--- src/rtl/oldland_memarb.sv ---
`default_nettype none
// ============================================================================
// Module   : oldland_memarb
// Purpose  : Round-robin arbiter sharing one memory bus between fetch and
//            load/store ports, with a per-transaction timeout.
// Revision : 1.0 - initial release
// ============================================================================
module oldland_memarb #(
    parameter int TIMEOUT_CYCLES = 255
) (
    input  logic        clk,
    input  logic        rst,
    input  logic        i_access,
    input  logic [29:0] i_addr,
    output logic [31:0] i_data,
    output logic        i_ack,
    output logic        i_error,
    input  logic        d_access,
    input  logic [29:0] d_addr,
    input  logic        d_wr_en,
    input  logic [3:0]  d_bytesel,
    input  logic [31:0] d_wr_val,
    output logic [31:0] d_data,
    output logic        d_ack,
    output logic        d_error,
    output logic        m_access,
    output logic [29:0] m_addr,
    output logic        m_wr_en,
    output logic [3:0]  m_bytesel,
    output logic [31:0] m_wr_val,
    input  logic [31:0] m_data,
    input  logic        m_ack,
    input  logic        m_error,
    output logic        busy
);

    typedef enum logic [1:0] {
        IDLE = 2'd0,
        IBUS = 2'd1,
        DBUS = 2'd2
    } state_t;

    localparam logic [7:0] c_TO_LAST = 8'(TIMEOUT_CYCLES - 1);

    state_t      state_q, state_d;
    logic        last_grant_q, last_grant_d;
    logic [7:0]  count_q, count_d;
    logic [29:0] addr_q, addr_d;
    logic        wr_en_q, wr_en_d;
    logic [3:0]  bytesel_q, bytesel_d;
    logic [31:0] wr_val_q, wr_val_d;

    logic w_busy, w_timeout, w_done, w_fail, w_grant_i, w_grant_d;

    assign w_busy    = (state_q != IDLE);
    assign w_timeout = w_busy && (count_q == c_TO_LAST);
    assign w_done    = w_busy && (m_ack || m_error || w_timeout);
    // An ack always wins over a simultaneous error or timeout.
    assign w_fail    = w_busy && !m_ack && (m_error || w_timeout);

    always_comb begin
        state_d      = state_q;
        last_grant_d = last_grant_q;
        count_d      = count_q;
        addr_d       = addr_q;
        wr_en_d      = wr_en_q;
        bytesel_d    = bytesel_q;
        wr_val_d     = wr_val_q;
        w_grant_i    = 1'b0;
        w_grant_d    = 1'b0;

        case (state_q)
            IDLE: begin
                if (d_access && (!i_access || !last_grant_q))
                    w_grant_d = 1'b1;
                else if (i_access)
                    w_grant_i = 1'b1;
            end
            IBUS: begin
                // Only the other port may take over on completion.
                if (w_done) begin
                    if (d_access)
                        w_grant_d = 1'b1;
                    else
                        state_d = IDLE;
                end else begin
                    count_d = count_q + 8'd1;
                end
            end
            DBUS: begin
                if (w_done) begin
                    if (i_access)
                        w_grant_i = 1'b1;
                    else
                        state_d = IDLE;
                end else begin
                    count_d = count_q + 8'd1;
                end
            end
            default: state_d = IDLE;
        endcase

        if (w_grant_d) begin
            state_d      = DBUS;
            last_grant_d = 1'b1;
            count_d      = 8'd0;
            addr_d       = d_addr;
            wr_en_d      = d_wr_en;
            bytesel_d    = d_bytesel;
            wr_val_d     = d_wr_val;
        end else if (w_grant_i) begin
            state_d      = IBUS;
            last_grant_d = 1'b0;
            count_d      = 8'd0;
            addr_d       = i_addr;
            wr_en_d      = 1'b0;
            bytesel_d    = 4'hf;
            wr_val_d     = 32'd0;
        end
    end

    always_ff @(posedge clk) begin
        if (rst) begin
            state_q      <= IDLE;
            last_grant_q <= 1'b0;
            count_q      <= 8'd0;
            addr_q       <= 30'd0;
            wr_en_q      <= 1'b0;
            bytesel_q    <= 4'd0;
            wr_val_q     <= 32'd0;
        end else begin
            state_q      <= state_d;
            last_grant_q <= last_grant_d;
            count_q      <= count_d;
            addr_q       <= addr_d;
            wr_en_q      <= wr_en_d;
            bytesel_q    <= bytesel_d;
            wr_val_q     <= wr_val_d;
        end
    end

    // Completions arriving while reset is asserted are dropped.
    assign i_ack     = (state_q == IBUS) && m_ack && !rst;
    assign i_error   = (state_q == IBUS) && w_fail && !rst;
    assign d_ack     = (state_q == DBUS) && m_ack && !rst;
    assign d_error   = (state_q == DBUS) && w_fail && !rst;
    assign i_data    = m_data;
    assign d_data    = m_data;
    assign m_access  = w_busy;
    assign busy      = w_busy;
    assign m_addr    = addr_q;
    assign m_wr_en   = wr_en_q;
    assign m_bytesel = bytesel_q;
    assign m_wr_val  = wr_val_q;

endmodule
`default_nettype wire
--- config.mk ---
export PLATFORM = sky130hd
export DESIGN_NAME = oldland_memarb
export DESIGN_NICKNAME = d
export VERILOG_FILES = /design/src/rtl/oldland_memarb.sv
export SDC_FILE = /design/constraint.sdc
export NUM_CORES = 1
export LEC_CHECK = 0
export BUFFER_PORTS_ARGS = -buffer_cell sky130_fd_sc_hd__buf_2
export CORE_MARGIN = 4
export CORE_UTILIZATION = 40
export CTS_CLUSTER_DIAMETER = 200
export DETAILED_ROUTE_END_ITERATION = 12
export PLACE_DENSITY = 0.9
export SYNTH_ARGS = -nofsm -noshare
export SYNTH_HDL_FRONTEND = slang
export SYNTH_SLANG_ARGS = --single-unit
--- constraint.sdc ---
create_clock -name clk -period 3.74 [get_ports clk]
set_input_delay 0.561 -clock clk [delete_from_list [all_inputs] [get_ports clk]]
set_output_delay 0.561 -clock clk [all_outputs]
set_load 0.05 [all_outputs]
==> summary.txt, run 1 <==
Placed design
  – GPL Wtd Cong: approximately 0.73
  – Port-buffer cells: 175
  – HPWL Detailed: between 7000 and 8000 um
  – Post-DP Area: ~0.0043 mm^2

Clock tree
  – Setup Fix Bufs, Post-CTS: 0
  – Clock slew at reported path FFs: roughly 0.080 ns
  – CTS tree: done
  – Hold buffers post-CTS: 0
  – Clk_lat worst skew: about 0.35 ns
  – CTS Sinks: slightly below 80
  – Root Driver: clkbuf_8
  – CTS Buf Count: 9
  – CTS-repair resized insts: 0
  – Maximum root-to-sink buffer count: 2
  – Htree depth: 3

STA
  – Slew @ Worst Pin: ~1.1 ns
  – Finish-stage setup viols: 0
  – Total negative setup slack: 0 ns
  – Fmax: roughly 350 MHz
  – Max_slew headroom: 25.43%
  – Min Hold Slack: 0.4457 ns
  – Final Max Tran Viols: 0
  – Clock skew: about 0.018 ns
  – Crit share post-route: 76.66%
  – Final hold violations: 0
  – RSZ-0062 raised after global routing: no
  – Minimum clock period: about 2.9 ns

Pwr
  – PD cells: about 660 mW/mm^2
  – LEAKAGE: a little over 2 nW
  – Max VDD drop: about 230 uV
  – Power, Total: between 2 and 3 mW

Drt
  – Final antenna-violating net count: 0
  – DRT Pass-1 Iters: 4
  – Vias per cell: around 5
  – DRC: 0
  – Via count: ~3400
  – Total Routed Length: approximately 9700 um
  – DRT iter0 DRCs: 180
  – Routed wire per std cell: 14.41 um

Worst setup path
  – Worst Path Required: 3.18 ns
  – Critical Path AT: about 2.3 ns
  – CP max stage delay: approximately 0.36 ns
  – Worst Setup SP: state_q[0]
  – Worst reg2reg path endpoint: m_wr_val[3]
  – Worst setup EP type: output port
  – Startpoint types: register
  – Reg2Reg Depth: 7
  – CP max stage cell: dfxtp_1
  – Reg2Reg Setup Slack: ~1.2 ns
  – CP Class: register to output port
  – Worst path cell trace: inv_1 -> ha_1 -> nand4b_2 -> nor2_2 -> o21ai_0 -> nor3b_1 -> buf_2
  – Reg-to-Reg Start: state_q[0]
  – Crit-path max FO: 11
  – Worst setup path endpoint: i_error

Synthesis
  – Synth area leaders: dfxtp_1, buf_4, mux2i_1
  – Ys Warns: 0
  – Syn Std Cell Area: just under 0.004 mm^2
  – Post-synth top area cell: dfxtp_1
  – Avg Inst Size Synth: about 8.6 um^2
  – Post-synthesis cell count: 448
  – Post-synth top area share: approximately two fifths
  – Syn nets: 589
  – EDFF count, synth: 0
  – Top cells by count, synth: dfxtp_1, buf_4, nor2_1, nand2_1, a21oi_1
  – Async SR Flop Fraction: 0%
  – Synth Register Bits: between 70 and 80
  – Dominant synthesized flop cell: dfxtp_1
  – Unique masters post-synth: 39
  – Sequential area share after synthesis: around 40%
  – Cell with the most instances after synthesis: dfxtp_1

Global routing
  – Total global-route track usage: between 15 and 20%
  – Vias in the first global route: around 3500
  – Largest net degree at the start of global routing: a little under 60
  – GR Overflow Total: 0
  – First-pass GRT wire length: 15840 um
  – Initial antenna violation count: 0

Hold path
  – Worst hold path class: primary input to register

Floorplanning
  – Initial Util: a little over 40%
  – Die Height: between 100 and 150 um
  – Die W: 106.4 um
  – # IOs: 272
  – Core area: ~0.0093 mm^2
  – Total Die Area: around 0.011 mm^2
  – Floorplan row count: 35

Layout
  – Area Growth Syn to Fin: 16.28%
  – Antenna diodes: 0
  – Final Instance Area: 0.004504 mm^2
  – Fillers: ~890
  – Layout cells sized above 1: a little under two fifths
  – Final nets: slightly below 700
  – Final core area utilization: around half

Job
  – Maxcap violations: 0

Run status
  – Status: finished clean
[area by class of cell]
type / count / area (um^2) / share of cell area (%)
clock buffer: 10 / 127.6 / 2.833
clock inverter: 5 / 60.06 / 1.333
timing repair buffer: 180 / 925.9 / 20.56
inverter: 6 / 22.52 / 0.5000
multi-input combinational: 268 / 1645 / 36.53
sequential: 78 / 1562 / 34.67
tap: 129 / 161.4 / 3.583
[worst min path at each step]
stage | start | end | slack (ns) | depth (start not counted)
finish | d_wr_val[21] | m_wr_val[21] | 0.45 | 3
global route | d_wr_val[29] | m_wr_val[29] | 0.44 | 3
detailed placement | m_wr_val[2] | m_wr_val[2] | 0.45 | 2
floorplan | state_q[0] | state_q[0] | 0.50 | 2
global placement | m_wr_val[14] | m_wr_val[14] | 0.45 | 2
CTS | d_wr_val[6] | m_wr_val[6] | 0.43 | 3
[critical path: cells and delay by family (launching register included)]
| family | cells | cell delay (ns) |
|---|---|---|
| simple gates | 3 | 0.75 |
| buf+inv | 2 | 0.39 |
| compound gates | 1 | 0.15 |
| flops | 1 | 0.36 |
| fa+ha+maj | 1 | 0.32 |
[flip-flops by register name, summed over array words and instances (netlist names)]
signal        flops
state_q           2
count_q           8
m_wr_val         32
last_grant_q      1
m_addr           30
m_bytesel         4
m_wr_en           1
[cell usage in the layout (no fill, tap or decap), types with 2 or more instances in the layout]
cell / n
mux2i_1: 30
nand2_1: 37
dfxtp_1: 78
xnor2_1: 6
a21oi_1: 36
nor3_1: 11
and3b_1: 2
a211oi_1: 27
nor3b_1: 2
buf_4: 4
clkbuf_8: 9
a31oi_1: 2
nor2_1: 47
a211oi_2: 4
o21ai_0: 6
ha_1: 6
buf_2: 175
nand3_1: 34
inv_1: 6
[metal layers]
| metal | vias to the layer above | GRT usage [%] | share of wire, % |
|---|---|---|---|
| met5 | - | 0 | 0 |
| met4 | 0 | 5.845 | 1.9 |
| met3 | 27 | 4.736 | 7.5 |
| met2 | 145 | 30.45 | 50 |
| met1 | 1582 | 18.55 | 40 |
| li1 | 1664 | - | - |
[through the flow]
step                      std cells  setup WS (ns)
after floorplan                 448         0.8749
after global placement          661          1.345
after detailed placement        661          1.245
after CTS                       676         0.8309
after global routing            676         0.6558
final                           676         0.8728
[power breakdown]
| part | switching (mW) | leakage (nW) | internal, mW |
|---|---|---|---|
| combinational | 0.948 | 1.32 | 0.365 |
| sequential | 0.0767 | 0.642 | 0.974 |
| clock | 0.316 | 0.0927 | 0.308 |
[logic make-up after synthesis]
kind of cell | synth area share, %
AO/OA/AOI/OAI | 14.86
XOR/XNOR | 1.583
AND/OR/NAND/NOR | 16.31
adder cells (fa/ha/maj) | 1.938
flip-flops | 40.31
multiplexers | 7.752
buffers and inverters | 17.25
(Power assumes the default switching activity.)
==> run 2, diff against run 1 <==
clock period = 2.65 ns   (was 3.74 ns; I/O delays follow)
==> summary.txt, run 2 (synthesized netlist as in run 1, its figures left out) <==
Global routing
  – Vias in the first global route: 3550 (+2.8%)
  – GR Overflow Total: 0 (unchanged)
  – Largest net degree at the start of global routing: 59 (unchanged)
  – Initial antenna violation count: 0 (unchanged)
  – First-pass GRT wire length: 16420 um (+3.6%)
  – Total global-route track usage: 17.66% (+0.93 points)

Pwr
  – Power, Total: 4.393 mW (+47%)
  – LEAKAGE: 2.109 nW (+2.6%)
  – Max VDD drop: 424.6 uV (+81%)
  – PD cells: 956.8 mW/mm^2 (+44%)

Drt
  – DRT iter0 DRCs: 168 (-6.7%)
  – Final antenna-violating net count: 0 (unchanged)
  – DRC: 0 (unchanged)
  – Total Routed Length: 10070 um (+3.4%)
  – Via count: 3434 (+0.47%)
  – Routed wire per std cell: 14.81 um (+2.8%)
  – Vias per cell: 5.050 (-0.12%)
  – DRT Pass-1 Iters: 4 (unchanged)

Run status
  – Status: finished clean

Worst setup path
  – CP max stage delay: 0.37 ns (about the same)
  – CP max stage cell: dfxtp_1
  – Reg-to-Reg Start: state_q[0]
  – Startpoint types: register
  – Crit-path max FO: 11 (unchanged)
  – Critical Path AT: 2.08 ns (-0.23 ns)
  – Reg2Reg Setup Slack: 0.36 ns (-0.86 ns)
  – Reg2Reg Depth: 8 (+1)
  – Crit-path leading delay family: simple AND/OR/NAND/NOR gates
  – Worst reg2reg path endpoint: m_addr[20]
  – Worst setup path endpoint: d_error
  – Crit path depth: 7 (unchanged)
  – Worst path bufs/invs: 2 (unchanged)
  – Worst path cell trace: inv_1 -> ha_2 -> nand4b_4 -> nor2_4 -> o21ai_1 -> nor3b_1 -> buf_4
  – Worst Path Required: 2.25 ns (-0.93 ns)
  – CP Class: register to output port
  – Worst Setup SP: state_q[0]
  – Worst setup EP type: output port

STA
  – Finish-stage setup viols: 0 (unchanged)
  – Crit share post-route: just over 90%
  – Slew @ Worst Pin: 0.5638 ns (-0.5521 ns)
  – Final Max Tran Viols: 0 (unchanged)
  – Worst setup margin: 0.1735 ns (-0.6993 ns)
  – Minimum clock period: roughly 2.5 ns
  – Final hold violations: 0 (unchanged)
  – Fmax: approximately 400 MHz
  – Max_slew headroom: 62.41% (+37 points)
  – Clock skew: 0.005989 ns (-0.01213 ns)
  – RSZ-0062 raised after global routing: no

Floorplanning
  – Die W: 106.4 um (unchanged)
  – Total Die Area: 0.01132 mm^2 (unchanged)
  – # IOs: 272 (unchanged)
  – Die Height: 106.4 um (unchanged)
  – Core area: 0.009328 mm^2 (unchanged)
  – Initial Util: 41.53% (unchanged)
  – Floorplan row count: 35 (unchanged)

Hold path
  – Worst hold path depth: 3 (unchanged)
  – Worst hold path class: primary input to register
  – Hold path start: d_wr_val[8]

Job
  – Maxcap violations: 0 (unchanged)

Clock tree
  – Setup Fix Bufs, Post-CTS: 0 (unchanged)
  – CTS Sinks: 78 (unchanged)
  – Root Driver: clkbuf_8
  – Clock slew at reported path FFs: 0.09 ns (about the same)
  – Maximum root-to-sink buffer count: 2 (unchanged)
  – Htree depth: 3 (unchanged)
  – CTS tree: done
  – CTS Buf Count: 9 (unchanged)
  – Clk_lat worst skew: 0.34 ns (about the same)
  – Hold buffers post-CTS: 0 (unchanged)

Layout
  – Most common cell after layout, fill and taps aside: buf_2
  – Final nets: 687 (+0.44%)
  – Area Growth Syn to Fin: 18.54%
  – Layout cells sized above 1: 38.11% (+1.0 points)
  – Most frequent cells in the layout: buf_2, dfxtp_1, nor2_1
  – Fillers: 892 (+0.68%)
  – Max FFs per register: 32 (unchanged)
  – Antenna diodes: 0 (unchanged)
  – Fin cells: 680 (+0.59%)
  – Final core area utilization: 49.23% (+0.94 points)

Placed design
  – Port-buffer cells: 175 (unchanged)
  – HPWL Detailed: 7553 um (+5.8%)
  – DP Worst Slack: 0.2354 ns (-1.010 ns)
  – GPL Wtd Cong: 0.7519 (+2.5%)
  – Post-Place Cells: 664 (+0.45%)
## run 2: worst min path at each step
stage                   to  slack, ns
3_3_place_gp   m_wr_val[7]       0.45
5_1_grt        m_wr_val[8]       0.26
6_report       m_wr_val[8]       0.29
4_1_cts        m_wr_val[8]       0.26
2_1_floorplan   state_q[0]       0.50
3_5_place_dp   m_wr_val[3]       0.46
## run 2: layout make-up
class	instances	area, um^2	area share, %
clock buffers	9	123.9	2.698
clock inverters	7	102.6	2.234
inverters	6	22.52	0.4905
repair buffers	183	953.4	20.76
flip-flops and latches	78	1562	34.01
multi-input cells	268	1667	36.29
well taps	129	161.4	3.515
## run 2: worst min-delay path: stages
cell and delay, ns:
buf_2 0.10, nand2_1 0.05, a21oi_1 0.05
## run 2: power breakdown
group          total (mW)  switching (mW)  internal, mW
registers            1.48           0.105          1.37
clock network        1.03           0.487         0.546
logic                1.88            1.35         0.534
## run 2: metrics by stage
step | TNS (ns) | hold slack, ns | cell area, um^2
2_1_floorplan | -0.1031 | 0.4954 | 3874
3_3_place_gp | 0 | 0.4510 | 4339
3_5_place_dp | 0 | 0.4571 | 4339
4_1_cts | 0 | 0.2612 | 4584
5_1_grt | 0 | 0.2577 | 4592
6_report | 0 | 0.2868 | 4592
## run 2: layer usage
metal	up-vias	wire length [um]	global-route usage [%]
li1	1673	-	-
met2	157	5056	31.63
met5	-	0	0
met3	38	718	4.918
met4	0	381	9.041
met1	1566	3914	18.87
## run 2: repair_timing
item | 4_1_cts | 5_1_grt
setup endpoints to repair | 2 | 2
gates resized for setup | 4 | 3
pin swaps | 0 | 1
